[src/rtl/booth_div_pkg.sv]
// Shared definitions for the sequential signed divider: state encoding,
// default width and a two's-complement magnitude helper.
package booth_div_pkg;

    localparam int unsigned DIV_DEFAULT_WIDTH = 8;
    localparam int unsigned DIV_MAX_WIDTH     = 32;

    typedef enum logic [1:0] {
        S_IDLE = 2'd0,
        S_CALC = 2'd1,
        S_FIX  = 2'd2,
        S_DONE = 2'd3
    } div_state_e;

    // Unsigned magnitude of a sign-extended operand; exact for the most-negative value.
    function automatic logic [DIV_MAX_WIDTH:0] div_mag(input logic [DIV_MAX_WIDTH-1:0] x);
        logic [DIV_MAX_WIDTH-1:0] m;
        m = x[DIV_MAX_WIDTH-1] ? (~x + DIV_MAX_WIDTH'(1)) : x;
        return {1'b0, m};
    endfunction

endpackage

[src/rtl/divider_nr_step.sv]
// One combinational non-restoring division iteration on a (WIDTH+2)-bit
// signed partial remainder.
module divider_nr_step #(
    parameter int unsigned WIDTH = 8
) (
    input  logic [WIDTH+1:0] pr_i,
    input  logic [WIDTH:0]   dmag_i,
    input  logic             bit_i,
    output logic [WIDTH+1:0] pr_next_c_o,
    output logic             qbit_c_o
);

    logic [WIDTH+1:0] shifted_c;
    logic [WIDTH+1:0] dext_c;

    assign shifted_c = {pr_i[WIDTH:0], bit_i};
    assign dext_c    = {1'b0, dmag_i};

    // Negative remainder adds the divisor back, non-negative subtracts it.
    assign pr_next_c_o = pr_i[WIDTH+1] ? (shifted_c + dext_c) : (shifted_c - dext_c);
    assign qbit_c_o    = ~pr_next_c_o[WIDTH+1];

endmodule

[src/rtl/booth_seq_divider.sv]
// Sequential signed divider (truncating, non-restoring) with valid/ready handshakes.
// Define BOOTH_SEQ_DIVIDER_RADIX4_EN to retire two quotient bits per CALC cycle.
module booth_seq_divider
    import booth_div_pkg::*;
#(
    parameter int unsigned WIDTH = DIV_DEFAULT_WIDTH
) (
    input  logic             clk,
    input  logic             rst_n,
    input  logic             in_valid,
    output logic             in_ready,
    input  logic [WIDTH-1:0] dividend,
    input  logic [WIDTH-1:0] divisor,
    output logic             out_valid,
    input  logic             out_ready,
    output logic [WIDTH-1:0] quotient,
    output logic [WIDTH-1:0] remainder,
    output logic             div_by_zero,
    output logic             overflow
);

    localparam int unsigned CW = $clog2(WIDTH);
`ifdef BOOTH_SEQ_DIVIDER_RADIX4_EN
    localparam logic [CW-1:0] CNT_START = CW'(WIDTH/2 - 1);
`else
    localparam logic [CW-1:0] CNT_START = CW'(WIDTH - 1);
`endif
    localparam logic [WIDTH-1:0] MOST_NEG = {1'b1, {(WIDTH-1){1'b0}}};

    div_state_e       state_q, state_d;
    logic [CW-1:0]    cnt_q, cnt_d;
    logic [WIDTH+1:0] pr_q, pr_d;
    logic [WIDTH:0]   dmag_q, dmag_d;
    logic [WIDTH-1:0] a_q, a_d;
    logic [WIDTH-1:0] q_q, q_d;
    logic             neg_q_q, neg_q_d, neg_r_q, neg_r_d;
    logic             dbz_q, dbz_d, ovf_q, ovf_d;
    logic             in_ready_q, in_ready_d, out_valid_q, out_valid_d;
    logic [WIDTH-1:0] quotient_q, quotient_d, remainder_q, remainder_d;
    logic             div_by_zero_q, div_by_zero_d, overflow_q, overflow_d;

    logic [WIDTH-1:0] dvd_mag_c, rem_mag_c;
    logic [WIDTH:0]   dsr_mag_c;
    logic [WIDTH+1:0] pr0_c;
    logic             qb0_c;

    assign dvd_mag_c = WIDTH'(div_mag(DIV_MAX_WIDTH'(signed'(dividend))));
    assign dsr_mag_c = (WIDTH+1)'(div_mag(DIV_MAX_WIDTH'(signed'(divisor))));
    assign rem_mag_c = pr_q[WIDTH+1] ? (pr_q[WIDTH-1:0] + dmag_q[WIDTH-1:0]) : pr_q[WIDTH-1:0];

    divider_nr_step #(.WIDTH(WIDTH)) u_step0 (
        .pr_i        (pr_q),
        .dmag_i      (dmag_q),
        .bit_i       (a_q[WIDTH-1]),
        .pr_next_c_o (pr0_c),
        .qbit_c_o    (qb0_c)
    );

`ifdef BOOTH_SEQ_DIVIDER_RADIX4_EN
    logic [WIDTH+1:0] pr1_c;
    logic             qb1_c;

    divider_nr_step #(.WIDTH(WIDTH)) u_step1 (
        .pr_i        (pr0_c),
        .dmag_i      (dmag_q),
        .bit_i       (a_q[WIDTH-2]),
        .pr_next_c_o (pr1_c),
        .qbit_c_o    (qb1_c)
    );
`endif

    // Next-state and datapath update.
    always_comb begin
        state_d       = state_q;
        cnt_d         = cnt_q;
        pr_d          = pr_q;
        dmag_d        = dmag_q;
        a_d           = a_q;
        q_d           = q_q;
        neg_q_d       = neg_q_q;
        neg_r_d       = neg_r_q;
        dbz_d         = dbz_q;
        ovf_d         = ovf_q;
        in_ready_d    = in_ready_q;
        out_valid_d   = out_valid_q;
        quotient_d    = quotient_q;
        remainder_d   = remainder_q;
        div_by_zero_d = div_by_zero_q;
        overflow_d    = overflow_q;

        case (state_q)
            S_IDLE: begin
                if (in_valid && in_ready_q) begin
                    in_ready_d    = 1'b0;
                    div_by_zero_d = 1'b0;
                    overflow_d    = 1'b0;
                    neg_q_d       = dividend[WIDTH-1] ^ divisor[WIDTH-1];
                    neg_r_d       = dividend[WIDTH-1];
                    ovf_d         = (dividend == MOST_NEG) && (&divisor);
                    pr_d          = '0;
                    q_d           = '0;
                    dmag_d        = dsr_mag_c;
                    cnt_d         = CNT_START;
                    if (divisor == '0) begin
                        // Raw dividend is kept and returned as the remainder from FIX.
                        dbz_d   = 1'b1;
                        a_d     = dividend;
                        state_d = S_FIX;
                    end else begin
                        dbz_d   = 1'b0;
                        a_d     = dvd_mag_c;
                        state_d = S_CALC;
                    end
                end
            end
            S_CALC: begin
`ifdef BOOTH_SEQ_DIVIDER_RADIX4_EN
                pr_d = pr1_c;
                q_d  = {q_q[WIDTH-3:0], qb0_c, qb1_c};
                a_d  = {a_q[WIDTH-3:0], 2'b00};
`else
                pr_d = pr0_c;
                q_d  = {q_q[WIDTH-2:0], qb0_c};
                a_d  = {a_q[WIDTH-2:0], 1'b0};
`endif
                cnt_d = cnt_q - CW'(1);
                if (cnt_q == '0) begin
                    state_d = S_FIX;
                end
            end
            S_FIX: begin
                div_by_zero_d = dbz_q;
                overflow_d    = ovf_q;
                if (dbz_q) begin
                    quotient_d  = '1;
                    remainder_d = a_q;
                end else begin
                    quotient_d  = neg_q_q ? -q_q : q_q;
                    remainder_d = neg_r_q ? -rem_mag_c : rem_mag_c;
                end
                out_valid_d = 1'b1;
                state_d     = S_DONE;
            end
            S_DONE: begin
                if (out_ready) begin
                    out_valid_d = 1'b0;
                    in_ready_d  = 1'b1;
                    state_d     = S_IDLE;
                end
            end
            default: state_d = S_IDLE;
        endcase
    end

    always_ff @(posedge clk or negedge rst_n) begin
        if (!rst_n) begin
            state_q       <= S_IDLE;
            cnt_q         <= '0;
            pr_q          <= '0;
            dmag_q        <= '0;
            a_q           <= '0;
            q_q           <= '0;
            neg_q_q       <= 1'b0;
            neg_r_q       <= 1'b0;
            dbz_q         <= 1'b0;
            ovf_q         <= 1'b0;
            in_ready_q    <= 1'b1;
            out_valid_q   <= 1'b0;
            quotient_q    <= '0;
            remainder_q   <= '0;
            div_by_zero_q <= 1'b0;
            overflow_q    <= 1'b0;
        end else begin
            state_q       <= state_d;
            cnt_q         <= cnt_d;
            pr_q          <= pr_d;
            dmag_q        <= dmag_d;
            a_q           <= a_d;
            q_q           <= q_d;
            neg_q_q       <= neg_q_d;
            neg_r_q       <= neg_r_d;
            dbz_q         <= dbz_d;
            ovf_q         <= ovf_d;
            in_ready_q    <= in_ready_d;
            out_valid_q   <= out_valid_d;
            quotient_q    <= quotient_d;
            remainder_q   <= remainder_d;
            div_by_zero_q <= div_by_zero_d;
            overflow_q    <= overflow_d;
        end
    end

    assign in_ready    = in_ready_q;
    assign out_valid   = out_valid_q;
    assign quotient    = quotient_q;
    assign remainder   = remainder_q;
    assign div_by_zero = div_by_zero_q;
    assign overflow    = overflow_q;

endmodule

[config.mk]
export PLATFORM = sky130hd
export DESIGN_NAME = booth_seq_divider
export DESIGN_NICKNAME = d
export VERILOG_FILES = /design/src/rtl/booth_div_pkg.sv /design/src/rtl/divider_nr_step.sv /design/src/rtl/booth_seq_divider.sv
export SDC_FILE = /design/constraint.sdc
export NUM_CORES = 1
export LEC_CHECK = 0
export CELL_PAD_IN_SITES_DETAIL_PLACEMENT = 0
export CELL_PAD_IN_SITES_GLOBAL_PLACEMENT = 2
export CORE_MARGIN = 1
export CORE_UTILIZATION = 39
export CTS_CLUSTER_SIZE = 40
export DETAILED_ROUTE_END_ITERATION = 10
export GPL_ROUTABILITY_DRIVEN = 0
export PLACE_DENSITY_LB_ADDON = 0.3
export SYNTH_ARGS = -nofsm -noshare
export SYNTH_HDL_FRONTEND = slang
export SYNTH_SLANG_ARGS = --single-unit
[constraint.sdc]
create_clock -name clk -period 6.8 [get_ports clk]
set_input_delay 1.02 -clock clk [delete_from_list [all_inputs] [get_ports clk]]
set_output_delay 1.02 -clock clk [all_outputs]
set_load 0.01 [all_outputs]
* Word level (Yosys, flattened, before mapping)
Cells that the tools add are included.
** Operators by class
- $add $sub $neg :: 8
- Equality and inequality tests :: 7
- Muxes and demuxes :: 30
- Bitwise gates (word level) :: 4
- Reductions and logical operators :: 16
** Operators by type and width (number)
- 2-to-1 mux 8 bit :: 9
- one-hot mux 8 bit (2 select lines) :: 2
- 2-to-1 mux 10 bit :: 2
- one-hot mux 10 bit (2 select lines) :: 1
- negator 8 bit :: 2
- adder 10 x 9 -> 10 bit :: 1
- subtractor 10 x 9 -> 10 bit :: 1
- adder 9 x 1 -> 9 bit (second input constant) :: 1
- 2-to-1 mux 9 bit :: 1
- inverter 9 bit :: 1
- adder 8 x 1 -> 8 bit (second input constant) :: 1
- adder 8 bit :: 1
- equality test 8 bit (second input constant) :: 1
- logical NOT 8 bit :: 1
- 2-to-1 mux 2 bit :: 4
- inverter 8 bit :: 1
- one-hot mux 1 bit (2 select lines) :: 4
- one-hot mux 2 bit (4 select lines) :: 1
- AND reduction 2 bit :: 4
- AND reduction 8 bit :: 1
- nonzero test 2 bit :: 4
- inequality test 2 bit (second input constant) :: 3
- one-hot mux 3 bit (2 select lines) :: 1
- AND reduction 3 bit :: 2
- 10 further kinds :: 15
** Word-level totals
- Bits in registers :: 64
- Logic and storage cells :: 81

* Depth between registers and ports, before layout
- Word-level depth :: 6
- Gate-level depth with buffers :: 13
- Mapped depth without buffers :: 12

* By module
Synthesis repeated with hierarchy kept, for this count alone.
** Second synthesis, totals
- Cell total of the unflattened synthesis :: 466
- Area total of the unflattened synthesis :: 4299.1 um2
** Modules (own cells, without submodules)
- booth_seq_divider :: instances 1, cells an instance 383, area each 3681.0 um2
- divider_nr_step :: instances 1, cells an instance 83, area each 618.1 um2

* Least setup slack after synthesis
No wires, ideal clock.
- Path kind :: register -> register
- Start point :: register pr_q[9]
- End point :: register pr_q[8]
- Arrival time :: 2.797 ns
- Required time :: 6.678 ns
- Slack :: 3.881 ns
- Cell stages (with the launch flop) :: 14
- Cell sequence :: dfrtp_1 clkbuf_1 buf_4 clkbuf_1 mux2_2 inv_1 fa_1 nor2b_1 o21ai_1 a21oi_1 o21a_1 o21a_1 or3_1 a32o_1
** Between the ends
- Cells in the longest elaborated chain, start to end :: 2
** Ends and longest elaborated chain
- start, declared :: RTL line booth_seq_divider.sv:32 : logic [WIDTH+1:0] pr_q, pr_d;
- start signal, assigned :: RTL line booth_seq_divider.sv:176 : pr_q <= pr_d;
- 2-to-1 mux 10 bit :: RTL line divider_nr_step.sv:20 : assign pr_next_c_o = pr_i[WIDTH+1] ? (shifted_c + dext_c) : (shifted_c - dext_c);
- one-hot mux 10 bit (2 select lines) :: RTL line booth_seq_divider.sv:91 : case (state_q)
Every way passes these cells.
A chain may end at the register's enable or synchronous reset.

* Final worst setup path
- Start point :: register dmag_q[1]
- End point :: register q_q[0]
** Between the ends
- Cells in the longest elaborated chain, start to end :: 4
- Elaborated cells between the ends (all ways) :: 5
- Classes of those cells :: add/sub (2); mux (2); bitwise (1)
** Ends and longest elaborated chain
- start, declared :: RTL line booth_seq_divider.sv:33 : logic [WIDTH:0] dmag_q, dmag_d;
- start signal, assigned :: RTL line booth_seq_divider.sv:177 : dmag_q <= dmag_d;
- subtractor 10 x 9 -> 10 bit or adder 10 x 9 -> 10 bit (tied branches) :: RTL line divider_nr_step.sv:20
- 2-to-1 mux 10 bit (*) :: RTL line divider_nr_step.sv:20
- inverter 1 bit (*) :: RTL line divider_nr_step.sv:21 : assign qbit_c_o = ~pr_next_c_o[WIDTH+1];
- one-hot mux 8 bit (2 select lines) (*) :: RTL line booth_seq_divider.sv:91
- end signal, assigned :: RTL line booth_seq_divider.sv:179 : q_q <= q_d;
- end, declared :: RTL line booth_seq_divider.sv:35 : logic [WIDTH-1:0] q_q, q_d;
Every way passes the cells marked *; elsewhere a longest branch is shown, timed or not.

==> metrics.cfg <==
[run_status]
status=finished, final reports clean

[pwr]
leakagePower_uw=0.00219
power.share.combinational_pct=55.3
power.share.clock_pct=16.3
swShare_pct=43.3
p_int_uw=1400
p_per_area_mw_per_mm2=501
switching_power_uw=1070
power_frac_seq_pct=28.4
vdd_ir_drop_max_mv=0.149

[sta]
rsz0062_at_grt=false
fin_worst_skew_ns=0.00938
finalSetupViolations=0
layout_setup_ws_ns=3.68
period_share_pct=45.8
tightest_slew_ns=1.09
finalMaxSlewViolations=0
final_hold_viol_count=0
maxSlewHeadroom_pct=27.5
finalSetupTns_ns=0
period_minus_slack_ns=3.12
max_freq_mhz=321
whs_ns=0.497

[synth]
async_flop_share_pct=100
yosys.area.top_type=dfrtp_1
synth_mux_area_share_pct=2.55
synth_top_family_by_area=compound AO/OA/AOI/OAI gates
synth_fa_ha_area_share_pct=9.95
synthFlopType=dfrtp_1
synth_cell_type_count=57
synth.cell_area_mm2=0.00418
synthCells=457
ys_seq_elements=64
synth-compound-area-share_pct=22.1
synthTopCellsByArea=dfrtp_1 (38%), ha_1 (9.0%), o21ai_0 (5.8%)
synth-xor-area-share_pct=7.70
synth_top_cell_area_share_pct=37.7
synth_common_cells=dfrtp_1 (63), nand2_1 (56), o21ai_0 (48)
synth.most_common_cell=dfrtp_1
synth_nets=509
synth_simple_gate_area_share_pct=15.2
yosysSeqAreaShare_pct=38.4
synth_edf_count=0
yosysWarningCount=0
postSynthAreaPerCell_um2=9.14

[detailed_routing]
wl_mm=9.85
wl_per_cell_um=15.5
ant_nets=0
drtPass1Iterations=4
dr.first_iter.drc_count=138
avgViaCountPerCell=5.25
drc=0
num_vias=3336

[clocking]
clk_latency_ns=0.35
htreeDepth=3
cts_root_buf=clkbuf_8
clk_pin_slew_worst_paths_ns=0.07
hold_buffers=0
postCtsSetupRepairBufs=0
cts_tree=yes
cts_buffers=9
cts_resized=0
cts_num_sinks=64
clk_path_buf_depth=2

[flow_run]
maxCapViolCount=0

[worst_setup_path]
critPathMaxStageDelay_ns=0.46
crit_fanout=7
arrival_ns=3.35
crit_chain=inv_1 > ha_1 > nor3b_1 > a21oi_1 > xor2_1 > ha_1 > a2111oi_0 > o21ai_0 > nand2_1 > o21ai_0 > xnor2_1 > a22o_1
cp_slowest_cell=dfrtp_1
critical_path_class=register to register
cp.required_ns=7.03
worst_setup_path_start_kind=register
critPathCaptureType=register

[floorplan]
die_w_um=105
row_count=37
num_io_pins=40
die_h_um=105
core_area_mm2=0.0104
die-area_mm2=0.0111
initial_core_util_pct=40.3

[final_layout]
insertedDiodeCount=0
fin_nets=546
fillers=1027
postLayoutCoreUtil_pct=47.5
instances_no_fill=635
area_growth_pct=17.9
drive_gt1_share_pct=7.01

[global_route]
globalRouteMet2Util_pct=31.3
grt_use_total_pct=19.8
grt_pass1_vias=3326
grt_util_met1_pct=26.5
grt_max_degree=65
grt_use_met3_pct=4.08
gr-max-usage-layer=met2
antenna_found_initial=0
grt_overflow=0
grt_first_pass_wirelength_mm=17.0

[placement]
place_inst=619
preCtsSetupSlack_ns=3.41
dp_hpwl_mm=7.16
port_buffers=39

[hold_path]
min_path_type=register to register

layer usage:
layer	vias up	wire length [um]	share of wire [%]
li1	1704	-	-
met1	1566	4850	49
met2	60	4500	46
met3	6	352	3.6
met4	0	145	1.5
met5	-	0	0
final cells by class:
class / count / area [um^2] / area share (%)
clock inverter: 5 / 104 / 2.11
multi-input combinational: 351 / 2410 / 48.9
tap: 136 / 170 / 3.45
timing repair buffer: 43 / 415 / 8.43
clock buffer: 11 / 131 / 2.67
sequential: 64 / 1600 / 32.5
inverter: 25 / 93.8 / 1.91
worst max-delay path, delay by kind of cell (launching register included):
family,cells,cell delay [ns]
AOI/OAI and AO/OA,5,1.04
xor gates and xnor gates,2,0.36
adders and majority gates,2,0.49
buffers and inverters,1,0.09
DFF,1,0.46
and+or+nand+nor,2,0.57
sequential cells by signal (all words and copies together) (netlist names), 2 cells and up:
signal	flops
pr_q	10
q_q	8
state_q	2
a_q	8
dmag_q	9
remainder	8
cnt_q	3
quotient	8
power by group through the flow:
| stage | clock, uW | combinational [uW] | sequential (uW) |
|---|---|---|---|
| after global routing | 429 | 1570 | 729 |
| after global placement | 0 | 1360 | 708 |
| after CTS | 413 | 1390 | 705 |
| after detailed placement | 0 | 1380 | 711 |
| after floorplan | 0 | 1010 | 666 |
| final | 402 | 1370 | 702 |
cell usage in the layout, fill, tap and decap left out, types with 3 or more instances in the layout:
cell             count
a211oi_1             4
a21oi_1             28
a22o_1               7
a31oi_1              6
a32o_1               3
buf_4                4
bufinv_16            3
clkbuf_8             9
clkdlybuf4s50_1     38
dfrtp_1             63
ha_1                30
inv_1               25
mux2_2               5
mux2i_1              5
nand2_1             56
nand2b_1             4
nand3_1              3
nor2_1              30
nor2b_1             10
nor3_1               9
nor3b_1              3
nor4_1               3
o21a_1               3
o21ai_0             48
o21bai_1             3
o22a_1               7
o31ai_1              6
or3_1                8
xnor2_1             19
xor2_1              15
worst paths after layout:
check,depth (start not counted),to,start,slack (ns)
min reg2reg,1,quotient[6],quotient[6],0.50
max in group asynchronous,2,state_q[0],rst_n,5.39
min in group asynchronous,2,pr_q[6],rst_n,0.85
max reg2reg,12,q_q[0],dmag_q[1],3.68
max,12,q_q[0],dmag_q[1],3.68
min,1,quotient[6],quotient[6],0.50
logic make-up (layout without fill, tap and decap cells):
kind of cell             count (synthesis)  after routing
flip-flops                              64             64
XOR/XNOR                                35             35
multiplexers                            10             10
AND/OR/NAND/NOR                        135            135
AO/OA/AOI/OAI                          139            139
buffers and inverters                   42             84
adder cells (fa/ha/maj)                 32             32
metrics by stage:
step                      instance area [um^2]  power [uW]
after CTS                                 4930        2500
after global routing                      4930        2730
after global placement                    4690        2060
final                                     4930        2470
after detailed placement                  4690        2090
after floorplan                           4180        1680
(Power assumes the default switching activity.)
